File: src/rtl/mul_pkg.sv
`default_nettype none
// ============================================================================
// Module : mul_pkg
// Brief  : Shared types and elaboration helpers for the iterative multiply-add.
// Rev    : 1.0  initial release
// ============================================================================
package mul_pkg;

    typedef enum logic [1:0] {
        IDLE = 2'd0,
        BUSY = 2'd1,
        DONE = 2'd2
    } mul_state_t;

    function automatic int mul_iters(input int dw, input int bpc);
        return (bpc > 0) ? (dw / bpc) : 1;
    endfunction

    function automatic bit mul_cfg_ok(input int dw, input int bpc);
        return (bpc > 0) && (bpc <= dw) && ((dw % bpc) == 0);
    endfunction

endpackage
`default_nettype wire

File: src/rtl/mul_pp_gen.sv
`default_nettype none
// ============================================================================
// Module : mul_pp_gen
// Brief  : Combinational partial product of a narrow multiplier digit and a
//          double-width multiplicand.
// Rev    : 1.0  initial release
// ============================================================================
module mul_pp_gen #(
    parameter int BPC       = 1,
    parameter int ACC_WIDTH = 64
) (
    input  logic [BPC-1:0]       i_digit,
    input  logic [ACC_WIDTH-1:0] i_mcand,
    output logic [ACC_WIDTH-1:0] o_pp
);

    assign o_pp = i_mcand * ACC_WIDTH'(i_digit);

endmodule
`default_nettype wire

File: src/rtl/mul_add_iter.sv
`default_nettype none
// ============================================================================
// Module : mul_add_iter
// Brief  : Iterative unsigned a*b+c, BITS_PER_CYCLE multiplier bits per clock,
//          fixed latency, valid/ready on both sides.
// Rev    : 1.0  initial release
// ============================================================================
module mul_add_iter
    import mul_pkg::*;
#(
    parameter int DATA_WIDTH     = 32,
    parameter int BITS_PER_CYCLE = 1
) (
    input  logic                  clk,
    input  logic                  rst,
    output logic                  mul_ready_in,
    input  logic                  mul_valid_in,
    input  logic [DATA_WIDTH-1:0] mul_a_in,
    input  logic [DATA_WIDTH-1:0] mul_b_in,
    input  logic [DATA_WIDTH-1:0] mul_c_in,
    input  logic                  mul_ready_out,
    output logic                  mul_valid_out,
    output logic [DATA_WIDTH-1:0] mul_product_out,
    output logic                  mul_overflow_out
);

    localparam int c_ITER  = mul_iters(DATA_WIDTH, BITS_PER_CYCLE);
    localparam int c_CNT_W = (c_ITER > 1) ? $clog2(c_ITER) : 1;
    localparam int c_ACC_W = 2 * DATA_WIDTH;
    localparam logic [c_CNT_W-1:0] c_CNT_LAST = c_CNT_W'(c_ITER - 1);

    if (!mul_cfg_ok(DATA_WIDTH, BITS_PER_CYCLE)) begin : g_cfg_check
        $error("mul_add_iter: BITS_PER_CYCLE must divide DATA_WIDTH");
    end

    mul_state_t           r_state;
    mul_state_t           w_state_nxt;
    logic                 w_ready_in;
    logic                 w_load;
    logic [c_CNT_W-1:0]   r_cnt;
    logic [c_ACC_W-1:0]   r_acc;
    logic [DATA_WIDTH-1:0] r_a_sh;
    logic [c_ACC_W-1:0]   r_b_sh;
    logic [c_ACC_W-1:0]   w_pp;

    mul_pp_gen #(
        .BPC       (BITS_PER_CYCLE),
        .ACC_WIDTH (c_ACC_W)
    ) u_pp_gen (
        .i_digit (r_a_sh[BITS_PER_CYCLE-1:0]),
        .i_mcand (r_b_sh),
        .o_pp    (w_pp)
    );

    always_ff @(posedge clk) begin
        if (rst) begin
            r_state <= IDLE;
        end else begin
            r_state <= w_state_nxt;
        end
    end

    always_comb begin
        w_state_nxt = r_state;
        w_ready_in  = 1'b0;
        case (r_state)
            IDLE: begin
                w_ready_in = 1'b1;
                if (mul_valid_in) begin
                    w_state_nxt = BUSY;
                end
            end
            BUSY: begin
                if (r_cnt == c_CNT_LAST) begin
                    w_state_nxt = DONE;
                end
            end
            DONE: begin
                // A result leaving and a new set arriving share the same edge.
                w_ready_in = mul_ready_out;
                if (mul_ready_out) begin
                    w_state_nxt = mul_valid_in ? BUSY : IDLE;
                end
            end
            default: begin
                w_state_nxt = IDLE;
            end
        endcase
    end

    assign mul_ready_in = w_ready_in & ~rst;
    assign w_load       = mul_valid_in & mul_ready_in;

    // Datapath is deliberately unreset; it is only observed in DONE.
    always_ff @(posedge clk) begin
        if (w_load) begin
            r_acc  <= {{DATA_WIDTH{1'b0}}, mul_c_in};
            r_a_sh <= mul_a_in;
            r_b_sh <= {{DATA_WIDTH{1'b0}}, mul_b_in};
            r_cnt  <= '0;
        end else if (r_state == BUSY) begin
            r_acc  <= r_acc + w_pp;
            r_a_sh <= r_a_sh >> BITS_PER_CYCLE;
            r_b_sh <= r_b_sh << BITS_PER_CYCLE;
            r_cnt  <= r_cnt + c_CNT_W'(1);
        end
    end

    assign mul_valid_out    = (r_state == DONE) & ~rst;
    assign mul_product_out  = r_acc[DATA_WIDTH-1:0];
    assign mul_overflow_out = |r_acc[c_ACC_W-1:DATA_WIDTH];

endmodule
`default_nettype wire
File: config.mk
export PLATFORM = sky130hd
export DESIGN_NAME = mul_add_iter
export DESIGN_NICKNAME = d
export VERILOG_FILES = /design/src/rtl/mul_pkg.sv /design/src/rtl/mul_pp_gen.sv /design/src/rtl/mul_add_iter.sv
export SDC_FILE = /design/constraint.sdc
export NUM_CORES = 1
export LEC_CHECK = 0
export BUFFER_PORTS_ARGS = -buffer_cell sky130_fd_sc_hd__clkbuf_2
export CAP_MARGIN = 20
export CORE_MARGIN = 2
export CORE_UTILIZATION = 45
export CTS_CLUSTER_SIZE = 40
export DETAILED_ROUTE_END_ITERATION = 6
export MAX_ROUTING_LAYER = met4
export SYNTH_ARGS = -nofsm -noshare
export SYNTH_HDL_FRONTEND = slang
export SYNTH_SLANG_ARGS = --single-unit
File: constraint.sdc
create_clock -name clk -period 4.65 [get_ports clk]
set_input_delay 0.93 -clock clk [delete_from_list [all_inputs] [get_ports clk]]
set_output_delay 0.93 -clock clk [all_outputs]
set_load 0.005 [all_outputs]
==> results.yml, run 1 <==
clock_network:
  cts_buffer_depth: 2
  cts_inserted_buffers: 17
  clk_pin_slew_ns: 0.07
  cts_tree: "yes"
  cts_resized: 0
  htreeDepth: 4
  ctsHoldBuffers: 0
  clock_latency_ns: 0.44
  clock_sinks: 167
  root_buffer: "clkbuf_16"
  cts_setup_buffers: 0
worst_setup_path:
  worst_ep_arrival_time_ns: 4.18
  start_kind: "flop"
  timing.rr.start: "r_a_sh[0]$_DFFE_PP_"
  r2r_end: "r_acc[54]$_SDFFE_PP0P_"
  criticalPathCategory: "flop to flop"
  crit_path_end_kind: "flop"
  critical_path_required_ns: 4.96
  crit_end: "r_acc[54]$_SDFFE_PP0P_"
  critPathSlowestCell: "edfxtp_1"
  crit_path_max_fanout: 13
  cpPeakStageDelay_ns: 0.55
  r2r_setup_slack_ns: 0.78
  crit_start: "r_a_sh[0]$_DFFE_PP_"
  path_cells: "and2_1, ha_1, fa_1, a21oi_1, nand4b_1, a21oi_1, a211oi_2, o22ai_2, a211o_1, a22o_1, o21bai_1, and3_1, o31ai_1"
  cpMostUsedCell: "a21oi_1"
  r2r_cells: 13
detailed_routing:
  drtIter0Drc: 595
  avgRoutedWirePerCell_um: 15.66
  dr.pass1.iters: 5
  drcViolationCount: 0
  dr_total_vias: 9282
  ant_nets: 0
  via_per_inst: 5.350
  finalWirelength_um: 27180
global_route:
  grt.total_usage: 0.2224
  antenna_found_initial: 0
  grt_max_degree: 84
  grt.overflow.total: 0
  grt_pass1_vias: 8866
  grt_pass1_wl_um: 45110
timing:
  setup_viol: 0
  fin_tns_setup_ns: 0
  hold_violations: 0
  skew_ns: 0.01599
  period_minus_slack_ns: 3.870
  drv_slew: 0
  grt_setup_unrepaired: "false"
  fmax_mhz: 258.4
  timing.slew.headroom: 0.4489
  worstMarginPinSlew_ns: 0.8267
  finalCritPeriodShare: 0.8323
yosys:
  async_flop_share: 0
  synth_top_cell_area_share: 0.2650
  synth.largest_area_cell: "edfxtp_1"
  ys_seq_area_frac: 0.3956
  synthFlopType: "edfxtp_1"
  synth_area_um2: 10880
  ys_seq_elements: 167
  ys_types: 67
  synth_edf_count: 96
  avgSynthCellArea_um2: 8.180
  synthCells: 1330
  yosysWarnings: 0
  synthTopCellsByArea: "edfxtp_1 26%, dfxtp_1 13%, nand2_1 12%, ha_1 7.5%, a21oi_1 6.8%"
  synth.net_count: 1496
floorplanning:
  core_um2: 23610
  start_util: 0.4607
  die_y_um: 159.5
  die_w_um: 159.5
  io_pins: 135
  dieArea_um2: 25440
  fp-row-count: 56
cells_and_area:
  syn_to_final_growth_pct: 11.81
  final-seq-area_um2: 4304
  drive_above_1_share: 0.1441
  fin_cells: 1735
  layout.nets: 1569
  fill_cells: 2363
  multi_input_area_um2: 5971
  num_antenna_cells: 0
  fin_util: 0.5152
power:
  p_leak_nw: 5.326
  p_per_area_nw_per_um2: 406.7
  ir_drop_v: 0.0001999
outcome:
  outcome: "finished, final reports clean"
placement:
  gp_congestion: 0.9292
  hpwl_um: 19950
  io_buffers: 134
  numPlacedInstances: 1703
run:
  maxCapViolCount: 0
hold_path:
  hp-class: "flop to flop"
cell type report:
| cell class | instances | area share |
|---|---|---|
| Multi-Input combinational cell | 1044 | 0.4908 |
| Sequential cell | 167 | 0.3538 |
| Timing Repair Buffer | 150 | 0.06706 |
| Clock buffer | 17 | 0.03497 |
| Tap cell | 319 | 0.03281 |
| Clock inverter | 15 | 0.01317 |
| Inverter | 23 | 0.007303 |
per-stage QoR:
stage	hold WS (ns)	power (mW)	worst slack (ns)	cell area [um2]
finish	0.4659	4.947	0.7796	12160
detailed placement	0.4584	3.546	0.7530	11580
global route	0.4882	5.245	0.4755	12160
CTS	0.4705	4.977	0.7592	12160
floorplan	0.4338	3.205	0.2535	10880
global placement	0.4459	3.543	0.8276	11580
synthesized netlist by cell type (all sizes together) (3+ instances only):
library cell    n
ha             65
a31oi          11
nor2           70
a211oi          6
nand2b          9
o211ai          6
nand2         362
o21bai         20
and2           65
inv            23
nand3          18
nor4           11
and3           10
xnor2          33
o21ai          67
o21a            5
mux2i           3
a211o           3
edfxtp         96
nor3           10
dfxtp          71
buf            43
a21o           31
or3             5
nor2b           7
a21oi         147
nand4          20
clkbuf         53
o31ai           4
or2             3
xor2           25
routing by layer:
layer	part of all wire	up-vias	track usage
met5	0	-	-
met4	0.017	0	0.06033
met3	0.048	37	0.03230
met2	0.44	249	0.3333
met1	0.49	4258	0.3145
li1	-	4738	-
critical path, delay by kind of cell, from the launching register on:
kind | cells | cell delay, ns
AOI/OAI and AO/OA | 8 | 2.03
and+or+nand+nor | 3 | 0.55
adders and majority gates | 2 | 0.60
DFF | 1 | 0.55
power breakdown:
part | switching [mW] | internal, mW | leakage, nW | total, mW
sequential | 0.131 | 1.84 | 1.51 | 1.97
combinational | 0.923 | 0.633 | 3.53 | 1.56
clock | 0.699 | 0.719 | 0.288 | 1.42
total | 1.75 | 3.19 | 5.33 | 4.95
sequential cells by signal, summed over array words and instances, names as in the netlist:
register and cells:
r_state 2, r_cnt 5, r_b_sh 64, r_acc 64
r_a_sh 32
kinds of logic after synthesis:
| kind of cell | count (synthesis) | synth area share |
|---|---|---|
| mux | 4 | 0.003795 |
| simple gates | 599 | 0.2465 |
| xor+xnor | 58 | 0.04669 |
| buf+inv | 119 | 0.05716 |
| flops | 167 | 0.3956 |
| fa+ha+maj | 66 | 0.07660 |
| compound gates | 317 | 0.1737 |
worst min path at each step:
stage	from	endpoint	slack [ns]	cells after the start
3_3_place_gp	r_cnt[4]$_SDFFE_PP0P_	r_cnt[4]$_SDFFE_PP0P_	0.45	2
2_1_floorplan	r_acc[63]$_SDFFE_PP0P_	r_acc[63]$_SDFFE_PP0P_	0.43	1
5_1_grt	r_b_sh[38]$_SDFFE_PP0P_	r_b_sh[39]$_SDFFE_PP0P_	0.49	2
4_1_cts	r_cnt[4]$_SDFFE_PP0P_	r_cnt[4]$_SDFFE_PP0P_	0.47	2
3_5_place_dp	r_cnt[4]$_SDFFE_PP0P_	r_cnt[4]$_SDFFE_PP0P_	0.46	2
6_report	r_b_sh[46]$_SDFFE_PP0P_	r_b_sh[47]$_SDFFE_PP0P_	0.47	2
placed cells by master (no fill, tap or decap), types with 17 or more instances in the layout:
cell type	n
clkbuf_16	17
ha_1	65
xnor2_1	33
nand4_1	20
nor2_1	68
nand2_1	360
o21bai_1	20
dfxtp_1	71
nand3_1	17
and2_1	64
xor2_1	25
o21ai_0	62
a21o_1	31
clkbuf_2	134
edfxtp_1	96
a21oi_1	147
inv_1	21
(Power assumes the default switching activity.)
==> run 2: changes to the inputs <==
--- a/config.mk
+++ b/config.mk
@@ -5,6 +5,7 @@
 export SDC_FILE = /design/constraint.sdc
 export NUM_CORES = 1
 export LEC_CHECK = 0
+export ABC_AREA = 1
 export BUFFER_PORTS_ARGS = -buffer_cell sky130_fd_sc_hd__clkbuf_2
 export CAP_MARGIN = 20
 export CORE_MARGIN = 2
==> constraint.sdc (replaced) <==
create_clock -name clk -period 3.57 [get_ports clk]
set_input_delay 0.714 -clock clk [delete_from_list [all_inputs] [get_ports clk]]
set_output_delay 0.714 -clock clk [all_outputs]
set_load 0.005 [all_outputs]
==> results.yml, run 2 <==
timing:
  timing.slew.headroom: 0.3099
  finalCritPeriodShare: 0.8240
  worstMarginPinSlew_ns: 1.035
  grt_setup_unrepaired: "false"
  fmax_mhz: 339.9
  skew_ns: 0.01687
  hold_ws_ns: 0.4712
  period_minus_slack_ns: 2.942
  fin_tns_setup_ns: 0
  setup_viol: 0
  hold_violations: 0
  drv_slew: 0
yosys:
  netlist_top_cells_count: "1066 x nand2_1, 475 x inv_1, 112 x nor2_1"
  ys_seq_area_frac: 0.3133
  synth_edf_count: 96
  synth.largest_area_cell: "nand2_1"
  synth_area_um2: 13740
  synthFlopType: "edfxtp_1"
  synthCells: 2299
  synth.net_count: 2465
  async_flop_share: 0
  synthTopCellsByArea: "nand2_1 29%, edfxtp_1 21%, inv_1 13%, dfxtp_1 10%, ha_1 5.9%"
  ys_seq_elements: 167
  yosysWarnings: 0
  ys_types: 32
  avgSynthCellArea_um2: 5.975
  synth_most_common_cell: "nand2_1"
  synth_top_cell_area_share: 0.2913
floorplanning:
  core_um2: 29870
  die_y_um: 178.7
  fp-row-count: 63
  die_w_um: 178.7
  dieArea_um2: 31940
  io_pins: 135
  start_util: 0.4598
worst_setup_path:
  start_kind: "flop"
  criticalPathCategory: "flop to flop"
  critical_path_required_ns: 3.79
  crit_path_max_fanout: 63
  crit_path_end_kind: "flop"
  worst_ep_arrival_time_ns: 3.16
cells_and_area:
  final-seq-area_um2: 4304
  fill_cells: 3206
  layout.nets: 2546
  multi_input_area_um2: 7162
  drive_above_1_share: 0.1132
  syn_to_final_growth_pct: 10.80
  largestRegisters: "r_acc: 64 flops, r_b_sh: 64 flops, r_a_sh: 32 flops"
  num_antenna_cells: 0
  final_common_cell: "nand2_1"
  final_area_um2: 15220
  mostFrequentLayoutCells: "1064 x nand2_1, 475 x inv_1, 134 x clkbuf_2"
  fin_cells: 2783
clock_network:
  clock_latency_ns: 0.47
  cts_setup_buffers: 0
  cts_inserted_buffers: 17
  ctsHoldBuffers: 0
  clk_pin_slew_ns: 0.07
  htreeDepth: 4
  cts_tree: "yes"
  cts_buffer_depth: 2
  cts_resized: 0
  root_buffer: "clkbuf_16"
  clock_sinks: 167
detailed_routing:
  drcViolationCount: 0
  wl_met2_um: 17230
  via_per_inst: 4.770
  avgRoutedWirePerCell_um: 14.84
  dr_total_vias: 13280
  drt-met1-wl_um: 21330
  drtIter0Drc: 1106
  dr.pass1.iters: 5
  finalWirelength_um: 41300
  wl_met3_um: 2332
  maxUsedRoutingLayer: "met4"
  ant_nets: 0
placement:
  place_area_um2: 14580
  hpwl_um: 32290
  io_buffers: 134
  gp_congestion: 0.9758
  numPlacedInstances: 2751
power:
  p_per_area_nw_per_um2: 469.4
  ir_drop_v: 0.0003564
  p_leak_nw: 9.208
global_route:
  grt.overflow.total: 0
  grt_pass1_wl_um: 65320
  grt_max_degree: 102
  grt.total_usage: 0.2751
  antenna_found_initial: 0
  grt_pass1_vias: 12390
hold_path:
  hp-class: "input pin to flop"
outcome:
  outcome: "finished, final reports clean"
run:
  maxCapViolCount: 0
run 2: layout make-up:
| type | count | area share |
|---|---|---|
| inverters | 488 | 0.1204 |
| clock inverters | 15 | 0.01397 |
| multi-input cells | 1562 | 0.4705 |
| repair buffers | 144 | 0.05228 |
| well taps | 390 | 0.03206 |
| clock buffers | 17 | 0.02795 |
| flip-flops and latches | 167 | 0.2828 |
run 2: final timing paths:
check	from	endpoint	slack (ns)	cells past startpoint
setup / recovery	r_a_sh[0]$_DFFE_PP_	r_acc[30]$_DFFE_PP_	0.63	15
hold / removal	rst	r_state[0]$_SDFFE_PP0P_	0.47	2
setup reg to reg	r_a_sh[0]$_DFFE_PP_	r_acc[30]$_DFFE_PP_	0.63	15
hold reg to reg	r_cnt[2]$_SDFFE_PP0P_	r_cnt[2]$_SDFFE_PP0P_	0.48	1
run 2: kinds of logic after synthesis:
logic type | share of synthesized area
adder cells (fa/ha/maj) | 0.06066
XOR/XNOR | 0.004463
AO/OA/AOI/OAI | 0.04199
flip-flops | 0.3133
buffers and inverters | 0.1670
AND/OR/NAND/NOR | 0.4126
run 2: power breakdown:
group	switching, mW	internal [mW]	leakage (nW)
logic	1.64	0.836	7.38
registers	0.199	2.39	1.52
clock network	0.889	1.19	0.309
run 2: worst max-delay path, cell delays in order (launching register included):
cell and delay, ns:
edfxtp_1 0.43, buf_12 0.24, nand2_1 0.09, inv_1 0.06
fa_1 0.50, nand3_1 0.14, nand3_2 0.15, nand2_1 0.11
nand2_2 0.09, nand2_1 0.07, nand2_1 0.14, nand2_1 0.12
nand2_2 0.15, or2_1 0.26, nand3_1 0.07, nand2_1 0.06
run 2: through the flow:
stage | worst slack (ns) | power, mW | utilization
2_1_floorplan | 0.5051 | 4.393 | -
3_3_place_gp | 0.7112 | 5.057 | 0.4881
3_5_place_dp | 0.6771 | 5.081 | 0.4881
4_1_cts | 0.6691 | 7.172 | 0.5095
5_1_grt | 0.4688 | 7.604 | 0.5095
6_report | 0.6282 | 7.145 | 0.5095
run 2: per-layer routing:
layer | global-route usage | up-vias
met5 | - | -
met4 | 0.05047 | 0
met3 | 0.04156 | 24
met2 | 0.4028 | 327
met1 | 0.4038 | 5963
li1 | - | 6962
